File: src/rtl/stoch_mac_if.sv
// Job handshake and operand/result bundle for the stochastic MAC engine.
// The master side issues jobs; the slave side is the MAC datapath.
interface stoch_mac_if #(
  parameter int W     = 4,
  parameter int ACC_W = 2*W+4
);
  logic             start;
  logic [W-1:0]     a_bin;
  logic [W-1:0]     b_bin;
  logic [W-1:0]     c_bin;
  logic             add_en;
  logic             acc_clr;
  logic             ready;
  logic             done;
  logic             sn_out;
  logic [ACC_W-1:0] result;
  logic             sat;

  modport master (
    output start, a_bin, b_bin, c_bin, add_en, acc_clr,
    input  ready, done, sn_out, result, sat
  );

  modport slave (
    input  start, a_bin, b_bin, c_bin, add_en, acc_clr,
    output ready, done, sn_out, result, sat
  );
endinterface

File: src/rtl/stoch_mac_seq.sv
// Self-sequenced stochastic multiply-accumulate: counter-compare unary streams with
// clock-division (lo/hi halves of k) give an exact a*b, optionally plus c*2^W.
module stoch_mac_seq #(
  parameter int W     = 4,
  parameter int ACC_W = 2*W+4
) (
  input  logic      clk,
  input  logic      rst_n,
  stoch_mac_if.slave bus
);

  typedef enum logic [1:0] {
    IDLE = 2'd0,
    PROD = 2'd1,
    ADD  = 2'd2,
    DONE = 2'd3
  } state_t;

  localparam logic [2*W-1:0] K_ONE = {{(2*W-1){1'b0}}, 1'b1};

  state_t           state;
  logic [2*W-1:0]   k;
  logic [W-1:0]     a_q;
  logic [W-1:0]     b_q;
  logic [W-1:0]     c_q;
  logic             add_en_q;
  logic [ACC_W-1:0] result_q;
  logic             sat_q;
  logic             ready_q;
  logic             done_q;

  logic [W-1:0]     lo;
  logic [W-1:0]     hi;
  logic             sn;
  logic [ACC_W:0]   inc;

  // Returns {overflow, next}; the value pins at all-ones instead of wrapping.
  function automatic logic [ACC_W:0] sat_inc(input logic [ACC_W-1:0] v);
    logic [ACC_W-1:0] nxt;
    if (&v) begin
      return {1'b1, v};
    end
    nxt = v + {{(ACC_W-1){1'b0}}, 1'b1};
    return {1'b0, nxt};
  endfunction

  assign lo = k[W-1:0];
  assign hi = k[2*W-1:W];

  // a compares against the fast half of k and b against the slow half, so the
  // two streams are decorrelated by construction and the AND counts exactly a*b.
  always_comb begin
    sn = 1'b0;
    case (state)
      PROD:    sn = (a_q > lo) && (b_q > hi);
      ADD:     sn = (c_q > hi);
      default: sn = 1'b0;
    endcase
  end

  assign inc = sat_inc(result_q);

  always_ff @(posedge clk or negedge rst_n) begin
    if (!rst_n) begin
      state    <= IDLE;
      k        <= '0;
      a_q      <= '0;
      b_q      <= '0;
      c_q      <= '0;
      add_en_q <= 1'b0;
      result_q <= '0;
      sat_q    <= 1'b0;
      ready_q  <= 1'b1;
      done_q   <= 1'b0;
    end else begin
      done_q <= 1'b0;
      case (state)
        IDLE: begin
          if (bus.start) begin
            a_q      <= bus.a_bin;
            b_q      <= bus.b_bin;
            c_q      <= bus.c_bin;
            add_en_q <= bus.add_en;
            if (bus.acc_clr) begin
              result_q <= '0;
              sat_q    <= 1'b0;
            end
            k       <= '0;
            ready_q <= 1'b0;
            state   <= PROD;
          end
        end
        PROD, ADD: begin
          if (sn) begin
            result_q <= inc[ACC_W-1:0];
            if (inc[ACC_W]) begin
              sat_q <= 1'b1;
            end
          end
          // k wraps to zero on its own at the phase boundary.
          k <= k + K_ONE;
          if (&k) begin
            if (state == PROD && add_en_q) begin
              state <= ADD;
            end else begin
              state  <= DONE;
              done_q <= 1'b1;
            end
          end
        end
        DONE: begin
          state   <= IDLE;
          ready_q <= 1'b1;
        end
        default: begin
          state   <= IDLE;
          ready_q <= 1'b1;
        end
      endcase
    end
  end

  assign bus.ready  = ready_q;
  assign bus.done   = done_q;
  assign bus.sn_out = sn;
  assign bus.result = result_q;
  assign bus.sat    = sat_q;

endmodule

File: src/flat_wrapper.sv
// flat-port wrapper written by rule: the top's interface ports become plain ports
module stoch_mac_seq_flat 
#(
  parameter int W     = 4,
  parameter int ACC_W = 2*W+4
)
  (clk, rst_n, bus_start, bus_a_bin, bus_b_bin, bus_c_bin, bus_add_en, bus_acc_clr, bus_ready, bus_done, bus_sn_out, bus_result, bus_sat);
  stoch_mac_if #(.W(W), .ACC_W(ACC_W)) bus_i ();
  input  logic clk;
  input  logic rst_n;
  input wire logic [$bits(bus_i.start)-1:0] bus_start;
  input wire logic [$bits(bus_i.a_bin)-1:0] bus_a_bin;
  input wire logic [$bits(bus_i.b_bin)-1:0] bus_b_bin;
  input wire logic [$bits(bus_i.c_bin)-1:0] bus_c_bin;
  input wire logic [$bits(bus_i.add_en)-1:0] bus_add_en;
  input wire logic [$bits(bus_i.acc_clr)-1:0] bus_acc_clr;
  output wire logic [$bits(bus_i.ready)-1:0] bus_ready;
  output wire logic [$bits(bus_i.done)-1:0] bus_done;
  output wire logic [$bits(bus_i.sn_out)-1:0] bus_sn_out;
  output wire logic [$bits(bus_i.result)-1:0] bus_result;
  output wire logic [$bits(bus_i.sat)-1:0] bus_sat;
  assign bus_i.start = bus_start;
  assign bus_i.a_bin = bus_a_bin;
  assign bus_i.b_bin = bus_b_bin;
  assign bus_i.c_bin = bus_c_bin;
  assign bus_i.add_en = bus_add_en;
  assign bus_i.acc_clr = bus_acc_clr;
  assign bus_ready = bus_i.ready;
  assign bus_done = bus_i.done;
  assign bus_sn_out = bus_i.sn_out;
  assign bus_result = bus_i.result;
  assign bus_sat = bus_i.sat;
  stoch_mac_seq #(.W(W), .ACC_W(ACC_W)) u_core (.clk(clk), .rst_n(rst_n), .bus(bus_i));
endmodule
File: config.mk
export PLATFORM = sky130hd
export DESIGN_NAME = stoch_mac_seq_flat
export DESIGN_NICKNAME = d
export VERILOG_FILES = /design/src/rtl/stoch_mac_if.sv /design/src/rtl/stoch_mac_seq.sv /design/src/flat_wrapper.sv
export SDC_FILE = /design/constraint.sdc
export NUM_CORES = 1
export LEC_CHECK = 0
export BUFFER_PORTS_ARGS = -buffer_cell sky130_fd_sc_hd__buf_4
export CAP_MARGIN = 10
export CORE_UTILIZATION = 45
export DETAILED_ROUTE_END_ITERATION = 10
export PLACE_DENSITY = 0.65
export REMOVE_ABC_BUFFERS = 1
export SYNTH_ARGS = -nofsm -noshare
export SYNTH_HDL_FRONTEND = slang
export SYNTH_SLANG_ARGS = --single-unit
File: constraint.sdc
create_clock -name clk -period 2.25 [get_ports clk]
set_input_delay 0.45 -clock clk [delete_from_list [all_inputs] [get_ports clk]]
set_output_delay 0.45 -clock clk [all_outputs]
set_load 0.02 [all_outputs]
; Word level (Yosys, flattened, before mapping)
; Index checks and enable logic that the tools add are counted.
; W data, S select, Z words.
[classes]
add_sub_neg = 2
order_cmp = 3
eq_ne = 9
n_div = 0
reduce_logical = 14
mux = 24
multipliers = 0
n_bitwise = 0
shift = 0
[op_table]
columns = op, n
row1 = $mux W12, 3
row2 = $mux W13, 2
row3 = $pmux W12 S2, 1
row4 = $pmux W8 S2, 1
row5 = $add A12 B1 Y12 const B, 1
row6 = $gt A4 B4 Y1, 3
row7 = $reduce_and A12 Y1, 1
row8 = $mux W1, 10
row9 = $reduce_and A5 Y1, 2
row10 = $add A8 B1 Y8 const B, 1
row11 = $mux W8, 1
row12 = $reduce_and A2 Y1, 4
row13 = $reduce_and A8 Y1, 1
row14 = $ne A2 B2 Y1 const B, 3
row15 = $pmux W1 S2, 3
row16 = $pmux W2 S3, 1
row17 = $eq A2 B2 Y1 const B, 2
row18 = $mux W2, 2
row19 = $ne A2 B1 Y1 const B, 2
row20 = $reduce_bool A2 Y1, 2
row21 = $ne A3 B3 Y1 const B, 1
row22 = $eq A2 B1 Y1 const B, 1
row23 = $logic_and A1 B1 Y1, 2
row24 = $logic_not A2 Y1, 1
row25 = $reduce_or A2 Y1, 1
[word_totals]
latchBits = 0
reg_bits = 38
rom_bits = 0
ram_bits = 0
mem_count = 0
wordCells = 62
out_inout_bits = 16

; Depth between registers and ports, before layout
; Gate-level depths: netlist of the first run.
[logic_depth]
depth_word = 6
ltp_mapped = 9

; Worst setup path after synthesis of the first run
; No wires, ideal clock.
[synth_timing]
kind = reg2reg
startpoint = register u_core.k[5]
endpoint = register u_core.result_q[0], in the netlist u_core.bus.result[0]
arrival_time_ns = 1.801
path_slack_ns = 0.331
stages_incl_launch_ff = 10
required_ns = 2.132
cell_sequence = dfrtp_1 inv_1 ha_1 nor2b_1 o211ai_1 a221oi_2 a31oi_2 o21a_1 buf_2 a21o_1
[synth_between]
elab_chain_len = 5
elab_cells_between_ends = 6
[synth_rtl]
columns = element, line
row1 = "start, declared", stoch_mac_seq.sv:22  ; logic [2*W-1:0] k;
row2 = "start signal, assigned", stoch_mac_seq.sv:101  ; k <= k + K_ONE;
row3 = $gt A4 B4 Y1, stoch_mac_seq.sv:55  ; PROD: sn = (a_q > lo) && (b_q > hi);
row4 = $logic_and A1 B1 Y1, stoch_mac_seq.sv:55
row5 = $pmux W1 S2 *, stoch_mac_seq.sv:54  ; case (state)
row6 = $ne A2 B2 Y1 (no line) *, -
row7 = $reduce_and A5 Y1 (no line) *, -
row8 = "end signal, assigned", stoch_mac_seq.sv:95  ; result_q <= inc[ACC_W-1:0];
row9 = "end, declared", stoch_mac_seq.sv:27  ; logic [ACC_W-1:0] result_q;
; Every way passes the cells marked *; elsewhere a longest branch is shown, timed or not.
; A chain may end at the register's enable or synchronous reset.

; Worst setup path in the final report of the first run
[layout_timing]
startpoint = register u_core.k[5]
endpoint = output bus_sn_out
[layout_between]
elab_chain_len = 3
elab_cells_between_ends = 4
[layout_rtl]
columns = element, line
row1 = $gt A4 B4 Y1, stoch_mac_seq.sv:55
row2 = $logic_and A1 B1 Y1, stoch_mac_seq.sv:55
row3 = $pmux W1 S2 *, stoch_mac_seq.sv:54
row4 = "end, declared", flat_wrapper.sv:19  ; output wire logic [$bits(bus_i.sn_out)-1:0] bus_sn_out;
; Marks and branches as above.

==> flow_metrics.py, run 1 <==
metrics = {
    "setup_path": {
        "crit_path_max_incr_delay_ns": 0.40,
        "crit_chain": "inv_2 > ha_1 > nor2b_1 > o211ai_1 > a21oi_2 > a21oi_1 > nor2_1 > buf_4",
        "cp_num_buf_inv": 2,
        "slowest_stage": "dfrtp_1",
        "end_kind": "output port",
        "worst-setup-path-type": "reg -> out",
        "start_kind": "flop",
        "cp.arrival_ns": 1.82,
        "required_ns": 1.80,
        "path_max_fanout": 2,
        "crit_family": "compound AO/OA/AOI/OAI gates",
    },
    "sta": {
        "slew_headroom_pct": 54.9,
        "final-setup-viol-count": 1,
        "min_period_over_period_pct": 101,
        "fin_ws_ns": -0.0217,
        "worst_pin_slew_ns": 0.670,
        "hold_violations": 0,
        "finalMaxSlewViolations": 0,
        "hold_ws_ns": 0.104,
        "finalClockSkew_ns": 0.00639,
        "fin_setup_tns_ns": -0.0217,
        "max_freq_mhz": 440,
        "grt_setup_unrepaired": "true",
        "period_minus_slack_ns": 2.27,
    },
    "global_routing": {
        "antenna_found_initial": 0,
        "grt_overflow_total": 0,
        "grt_use_met2_pct": 30.8,
        "grt_pass1_wl_um": 7960,
        "grt_util_met3_pct": 4.50,
        "grt_max_degree": 39,
        "grt_pass1_vias": 1682,
        "grt_util_met1_pct": 29.0,
        "grt_busiest_layer": "met2",
        "grt_usage_pct": 20.1,
    },
    "clock_tree": {
        "cts_max_path_buffers": 2,
        "cts.sinks": 38,
        "htree_levels": 2,
        "cts_tree": "yes",
        "cts_hold_buf": 0,
        "cts.clk_slew.worst_paths_ns": 0.08,
        "insertion_delay_ns": 0.29,
        "numCtsBuffers": 5,
        "cts_root_buf": "clkbuf_8",
    },
    "die": {
        "io_pins": 33,
        "design.die.area_mm2": 0.00516,
        "num_rows": 25,
        "die-height_um": 71.8,
        "core_area_mm2": 0.00469,
        "fp.dieW_um": 71.8,
        "start_util_pct": 46.8,
    },
    "final_layout": {
        "fill_cells": 430,
        "antenna_cells": 0,
        "fin_nets": 307,
        "final_core_util_pct": 58.6,
        "drive_gt1_share_pct": 33.0,
        "area_growth_pct": 25.3,
    },
    "pwr": {
        "vdd_drop_max_mv": 0.285,
        "p_total_mw": 1.30,
        "power_density_mw_per_mm2": 473,
        "p_leak_nw": 1.30,
    },
    "synthesis": {
        "syn_area_mm2": 0.00219,
        "synth_seq_cells": 38,
        "synth_compound_area_share_pct": 16.5,
        "yosys-mux-area-fraction_pct": 7.13,
        "syn_area_per_cell_um2": 10.0,
        "yosysSeqAreaShare_pct": 43.4,
        "syn_inst": 219,
        "synth_top_family_by_area": "simple AND/OR/NAND/NOR gates",
        "synth-simple-area-share_pct": 17.8,
        "synth_fa_ha_area_share_pct": 10.3,
        "synth_edf_count": 0,
        "synth_xor_area_share_pct": 0.798,
        "postSynth.asyncResetShare_pct": 100,
        "synth-main-ff-cell": "dfrtp_1",
        "yosys_warnings": 0,
        "synthDistinctLibCells": 42,
    },
    "detailed_routing": {
        "vias_per_cell": 5.51,
        "antenna_left": 0,
        "drt_iter0_markers": 77,
        "drc_errors": 0,
        "drtPass1Iterations": 5,
        "wire_per_inst_um": 14.3,
        "wl_um": 4680,
        "routed-via-count": 1802,
    },
    "placement": {
        "port_buffers": 32,
        "dp_hpwl_um": 3340,
        "place.gp.congestion": 0.771,
    },
    "outcome": {
        "status": "finished with violations",
        "violations": "setup timing",
    },
    "min_path": {
        "hold_path.class": "in -> async",
    },
    "run": {
        "drv_cap": 0,
    },
}
[layout by cell type, fill, tap and decap left out, drive strengths merged, types with 7 or more instances in the layout]
cell type and count:
buf 52, dfrtp 37, nand2 21, ha 18, nor2 15, o21ai 15, mux2 13, a21oi 12
inv 12, o22a 8, nand3 7, and3 7
[state kept, by name, indices dropped and copies added, names as in the netlist]
name               count
u_core.bus.sat         1
u_core.state           2
u_core.b_q             4
u_core.add_en_q        1
u_core.c_q             4
u_core.bus.done        1
u_core.bus.result     12
u_core.a_q             4
u_core.k               8
u_core.bus.ready       1
[final timing paths]
| kind | from | to | slack (ns) | depth (start not counted) |
|---|---|---|---|---|
| worst max register to register | u_core.k[5] | u_core.bus.result[11] | 0.06 | 10 |
| worst min-delay path | rst_n | u_core.b_q[3] | 0.10 | 1 |
| worst max-delay path | u_core.k[5] | bus_sn_out | -0.02 | 8 |
| worst min register to register | u_core.bus.sat | u_core.bus.sat | 0.50 | 1 |
| min in group clk | bus_c_bin[3] | u_core.c_q[3] | 0.38 | 2 |
| max in group asynchronous | rst_n | u_core.bus.ready | 1.78 | 1 |
[metal layers]
| layer | wire length, µm | vias to the layer above |
|---|---|---|
| met4 | 40 | 0 |
| met1 | 2320 | 858 |
| met3 | 200 | 5 |
| met5 | 0 | - |
| met2 | 2110 | 34 |
| li1 | - | 905 |
[power by group]
| group | switching (mW) | internal [mW] |
|---|---|---|
| Sequential | 0 | 0.682 |
| Clock | 0.256 | 0.327 |
| Combinational | 0.0169 | 0.0180 |
| Total | 0.273 | 1.03 |
[through the flow]
stage | setup slack, ns | instance area (µm²) | instances
after global placement | 0.165 | 2550 | 311
after detailed placement | 0.147 | 2550 | 311
after CTS | 0.0100 | 2710 | 324
after floorplan | 0.0498 | 2150 | 213
final | -0.0217 | 2750 | 327
after global routing | -0.0694 | 2750 | 327
[cell families (layout without fill, tap and decap cells)]
group | Yosys count | in the layout
xor+xnor | 2 | 2
buf+inv | 19 | 73
simple gates | 76 | 76
fa+ha+maj | 18 | 18
flops | 38 | 38
compound gates | 52 | 52
mux | 14 | 14
[cell usage after synthesis, drive strengths merged, types with 3 or more instances]
library cell  instances  area (µm²)
a21oi                12        60.1
and3                  7        43.8
buf                   5        37.5
dfrtp                37         926
ha                   18         225
inv                  13        48.8
mux2                 13         146
nand2                21        78.8
nand2b                3        18.8
nand3                 7        35.0
nand4                 6        37.5
nor2                 15        56.3
nor3                  6        40.0
nor4                  3        18.8
o211ai                3        22.5
o21ai                15        86.3
o22a                  8        70.1
[repair_timing]
action | 4_1_cts | 5_1_grt
setup endpoints to repair | 1 | 13
gates resized for setup | 4 | 6
buffers inserted | 5 | 3
pin swaps | 2 | 7
[cell type report]
type                       instances  area, µm²  share of cell area [%]
inverter                          13       52.6                    1.91
timing repair buffer              52        390                    14.2
tap                               54       67.6                    2.46
multi-input combinational        162       1180                    42.8
sequential                        38        952                    34.6
clock inverter                     3       40.0                    1.46
clock buffer                       5       68.8                    2.50
Power figures use the tool's default switching activity.
==> run 2, diff against run 1 <==
--- a/config.mk
+++ b/config.mk
@@ -7,6 +7,7 @@
 export LEC_CHECK = 0
 export BUFFER_PORTS_ARGS = -buffer_cell sky130_fd_sc_hd__buf_4
 export CAP_MARGIN = 10
+export CORE_MARGIN = 5
 export CORE_UTILIZATION = 45
 export DETAILED_ROUTE_END_ITERATION = 10
 export PLACE_DENSITY = 0.65
==> run 2 against run 1 <==
  * Critical path depth did not move
  * Worst setup slack improved by 0.024 ns
  * Critical path type unchanged
  * Routed wire length rose by 4.1%
  * Largest cell class unchanged
  * Non-clock buffer count fell by 1
  * The run now ends clean
  * Total power fell by 11%
  * Clock power fell by 26%
  * Cell area rose by 1.3%
==> flow_metrics.py, run 2 (synthesis gave the netlist of run 1 again) <==
metrics = {
    "die": {
        "core_area_mm2": 0.00472,
        "fp.dieW_um": 79.8,
        "num_rows": 25,
        "die-height_um": 79.8,
        "io_pins": 33,
        "design.die.area_mm2": 0.00637,
        "start_util_pct": 46.5,
    },
    "placement": {
        "placed_cells": 325,
        "dp_slack_ns": 0.182,
        "dp_hpwl_um": 3460,
        "port_buffers": 32,
        "place.gp.congestion": 0.817,
        "placed_area_mm2": 0.00259,
    },
    "clock_tree": {
        "cts.sinks": 38,
        "cts.clk_slew.worst_paths_ns": 0.07,
        "cts_hold_buf": 0,
        "numCtsBuffers": 5,
        "insertion_delay_ns": 0.28,
        "cts_max_path_buffers": 2,
        "cts_tree": "yes",
        "htree_levels": 2,
        "cts_root_buf": "clkbuf_8",
    },
    "setup_path": {
        "crit_chain": "inv_2 > ha_4 > nor2b_4 > o211ai_1 > a21oi_2 > a21oi_2 > nor2_2 > buf_6",
        "critPathMostFrequentCell": "a21oi_2",
        "r2r-start": "u_core.k[5]",
        "start_kind": "flop",
        "cp.arrival_ns": 1.80,
        "cp_num_buf_inv": 2,
        "end_kind": "output port",
        "r2r_end": "u_core.bus.result[4]",
        "path_max_fanout": 2,
        "reg2reg_depth": 10,
        "reg2reg_slack_ns": 0.10,
        "slowest_stage": "dfrtp_1",
        "crit_path_max_incr_delay_ns": 0.39,
        "required_ns": 1.80,
        "crit_family": "compound AO/OA/AOI/OAI gates",
        "worst-setup-path-type": "reg -> out",
    },
    "sta": {
        "period_minus_slack_ns": 2.25,
        "hold_violations": 0,
        "final-setup-viol-count": 0,
        "max_freq_mhz": 445,
        "grt_setup_unrepaired": "true",
        "fin_ws_ns": 0.00220,
        "min_period_over_period_pct": 99.9,
        "finalMaxSlewViolations": 0,
        "finalClockSkew_ns": 0.00340,
        "worst_pin_slew_ns": 0.493,
        "slew_headroom_pct": 67.1,
    },
    "final_layout": {
        "final_cells": 338,
        "drive_gt1_share_pct": 33.9,
        "antenna_cells": 0,
        "fin_nets": 306,
        "largest_register_ffs": 12,
        "mostFrequentLayoutCells": "buf_4, dfrtp_1, nand2_1",
        "mostFrequentLayoutCell": "buf_4",
        "final_core_util_pct": 58.9,
        "area_growth_pct": 26.9,
        "final_cell_area_mm2": 0.00278,
    },
    "global_routing": {
        "grt_pass1_wl_um": 8290,
        "antenna_found_initial": 0,
        "grt_max_degree": 39,
        "grt_pass1_vias": 1782,
        "grt_overflow_total": 0,
        "grt_usage_pct": 16.7,
    },
    "detailed_routing": {
        "routed-via-count": 1811,
        "drt_iter0_markers": 153,
        "drc_errors": 0,
        "wire_per_inst_um": 14.4,
        "antenna_left": 0,
        "drtPass1Iterations": 5,
        "wl_um": 4870,
        "vias_per_cell": 5.36,
    },
    "pwr": {
        "power_density_mw_per_mm2": 414,
        "p_leak_nw": 1.29,
        "vdd_drop_max_mv": 0.185,
    },
    "run": {
        "drv_cap": 0,
    },
    "outcome": {
        "status": "complete, no violations",
    },
    "min_path": {
        "hold_path.class": "in -> async",
    },
}
[run 2: layout make-up]
class                   count  area [µm²]
clock buffers               7        76.3
inverters                  13        48.8
fillers                   405        1940
repair buffers             51         403
flip-flops and latches     38         953
multi-input cells         162        1220
well taps                  67        83.8
[run 2: what timing repair did]
item	4_1_cts	5_1_grt
hold endpoints to repair	0	0
setup buffers	4	2
pin swaps	5	7
setup endpoints to repair	1	10
gates resized for setup	5	15
[run 2: how the worst max path moves through the flow]
stage	startpoint	slack [ns]	cells past startpoint	end
floorplan	u_core.state[0]	0.05	7	u_core.bus.result[11]
global placement	u_core.k[6]	0.24	9	u_core.bus.result[4]
detailed placement	u_core.k[2]	0.18	9	u_core.bus.result[4]
CTS	u_core.b_q[1]	0.002	7	bus_sn_out
global route	u_core.k[5]	-0.06	8	bus_sn_out
finish	u_core.k[5]	0.002	8	bus_sn_out
[run 2: power breakdown]
part	total, mW	leakage, nW	internal [mW]	switching [mW]
clock network	0.434	0.0383	0.213	0.221
logic	0.0354	0.773	0.0180	0.0173
registers	0.683	0.479	0.683	0
total	1.15	1.29	0.914	0.238
[run 2: routing by layer]
layer,global-route usage [%],vias to the layer above,share of wire [%]
met5,0,-,0
met4,5.57,0,1.4
met3,3.84,8,3.5
met2,25.4,37,44
met1,23.5,868,51
li1,-,898,-
[run 2: stage by stage]
step | TNS, ns | hold slack (ns) | power [mW]
5_1_grt | -0.0644 | 0.163 | 1.20
4_1_cts | 0 | 0.141 | 1.17
6_report | 0 | 0.121 | 1.15
3_3_place_gp | 0 | 0.449 | 0.732
3_5_place_dp | 0 | 0.450 | 0.732
2_1_floorplan | 0 | 0.154 | 0.697
==> run 3, diff against run 2 <==
--- a/config.mk
+++ b/config.mk
@@ -8,9 +8,9 @@
 export BUFFER_PORTS_ARGS = -buffer_cell sky130_fd_sc_hd__buf_4
 export CAP_MARGIN = 10
 export CORE_MARGIN = 5
-export CORE_UTILIZATION = 45
+export CORE_UTILIZATION = 55
 export DETAILED_ROUTE_END_ITERATION = 10
-export PLACE_DENSITY = 0.65
+export PLACE_DENSITY = 0.77
 export REMOVE_ABC_BUFFERS = 1
 export SYNTH_ARGS = -nofsm -noshare
 export SYNTH_HDL_FRONTEND = slang
==> run 3 against run 2 <==
  * Combinational power about the same
  * Register-to-register slack worse by 0.06 ns
  * Global-route usage up 3.0 points
  * The flow now finishes with violations (setup timing)
==> flow_metrics.py, run 3 (synthesis gave the netlist of run 1 again) <==
metrics = {
    "die": {
        "fp.dieW_um": 73.2,
        "design.die.area_mm2": 0.00535,
        "num_rows": 23,
        "start_util_pct": 55.7,
        "core_area_mm2": 0.00394,
        "io_pins": 33,
        "die-height_um": 73.2,
    },
    "sta": {
        "final-setup-viol-count": 1,
        "grt_setup_unrepaired": "true",
        "min_period_over_period_pct": 102,
        "finalClockSkew_ns": 0.0106,
        "fin_ws_ns": -0.0538,
        "worst_pin_slew_ns": 0.650,
        "period_minus_slack_ns": 2.30,
        "fin_setup_tns_ns": -0.0538,
        "hold_ws_ns": 0.116,
        "finalMaxSlewViolations": 0,
        "max_freq_mhz": 434,
        "slew_headroom_pct": 56.3,
        "hold_violations": 0,
    },
    "pwr": {
        "p_leak_nw": 1.30,
        "p_total_mw": 1.27,
        "vdd_drop_max_mv": 0.468,
        "power_density_mw_per_mm2": 450,
    },
    "placement": {
        "port_buffers": 32,
        "dp_hpwl_um": 3460,
        "placed_cells": 307,
        "placed_area_mm2": 0.00255,
        "dp_slack_ns": 0.138,
        "place.gp.congestion": 0.822,
    },
    "clock_tree": {
        "cts.clk_slew.worst_paths_ns": 0.07,
        "cts_root_buf": "clkbuf_8",
        "htree_levels": 2,
        "cts_tree": "yes",
        "cts.sinks": 38,
        "cts_max_path_buffers": 2,
        "insertion_delay_ns": 0.29,
        "numCtsBuffers": 5,
    },
    "detailed_routing": {
        "drt_iter0_markers": 120,
        "drc_errors": 0,
        "wl_um": 4970,
        "drtPass1Iterations": 4,
        "routed-via-count": 1861,
        "wire_per_inst_um": 15.4,
        "antenna_left": 0,
        "vias_per_cell": 5.74,
    },
    "setup_path": {
        "cp.arrival_ns": 1.85,
        "required_ns": 1.80,
        "path_max_fanout": 2,
        "end_kind": "output port",
        "worst-setup-path-type": "reg -> out",
        "start_kind": "flop",
    },
    "final_layout": {
        "drive_gt1_share_pct": 34.3,
        "largest_register_ffs": 12,
        "fin_nets": 308,
        "final_core_util_pct": 71.4,
        "final_cells": 324,
        "antenna_cells": 0,
        "mostFrequentLayoutCells": "buf_4, dfrtp_1, nand2_1",
        "area_growth_pct": 28.2,
        "mostFrequentLayoutCell": "buf_4",
        "final_cell_area_mm2": 0.00281,
        "fill_cells": 295,
    },
    "global_routing": {
        "grt_max_degree": 39,
        "grt_util_met1_pct": 27.4,
        "grt_util_met3_pct": 4.13,
        "antenna_found_initial": 0,
        "grt_use_met2_pct": 30.8,
        "grt_overflow_total": 0,
        "grt_pass1_vias": 1866,
        "grt_usage_pct": 19.7,
        "grt_busiest_layer": "met2",
        "grt_pass1_wl_um": 8330,
    },
    "run": {
        "drv_cap": 0,
    },
    "min_path": {
        "hold_path.class": "in -> async",
    },
    "outcome": {
        "status": "finished with violations",
        "violations": "setup timing",
    },
}
==> run 3: cell count changes in the layout (fill, tap and decap cells not counted), sizes merged <==
cell      previous run  this run
buf                 51        52
clkbuf               7         9
clkinvlp             0         1
inv                 13        12
==> run 3: final cells by class <==
type                       count  area (µm²)  share of cell area, %
sequential                    38         953                   33.9
inverter                      13        52.6                   1.87
clock buffer                   8         110                   3.91
timing repair buffer          53         402                   14.3
tap                           50        62.6                   2.22
multi-input combinational    162        1230                   43.8
==> run 3: path summary, 6_finish.rpt <==
kind / start / endpoint / slack, ns / depth (start not counted)
worst max-delay path: u_core.k[5] / bus_sn_out / -0.05 / 8
worst min-delay path: rst_n / u_core.b_q[0] / 0.12 / 1
worst max register to register: u_core.k[5] / u_core.bus.result[0] / 0.04 / 10
worst min register to register: u_core.bus.sat / u_core.bus.sat / 0.51 / 1
max in group asynchronous: rst_n / u_core.k[4] / 1.76 / 1
min in group clk: bus_c_bin[2] / u_core.c_q[2] / 0.39 / 2
==> run 3: timing repair <==
action / 4_1_cts / 5_1_grt
hold endpoints to repair: 0 / 0
hold buffers: 0 / 0
pin swaps: 1 / 6
setup buffers: 4 / 4
endpoints found under the setup margin: 1 / 10
resized for setup: 4 / 15
gates cloned: 0 / 1
==> run 3: power by group <==
group          internal, mW  switching (mW)
registers             0.683               0
logic                0.0180          0.0173
clock network         0.310           0.240
total                  1.01           0.257
==> run 3: worst max-delay path, cell delays in order, from the launching register on <==
cell and delay, ns:
dfrtp_1 0.40, inv_2 0.11, ha_4 0.21, nor2b_1 0.13, o211ai_1 0.24, a21oi_1 0.11
a21oi_1 0.14, nor2_1 0.07, buf_4 0.15
==> run 3: layer usage <==
metal  wire length (µm)  vias up
li1                   -      905
met1               2320      911
met2               2300       38
met3                272        7
met4                 77        0
met5                  0        -
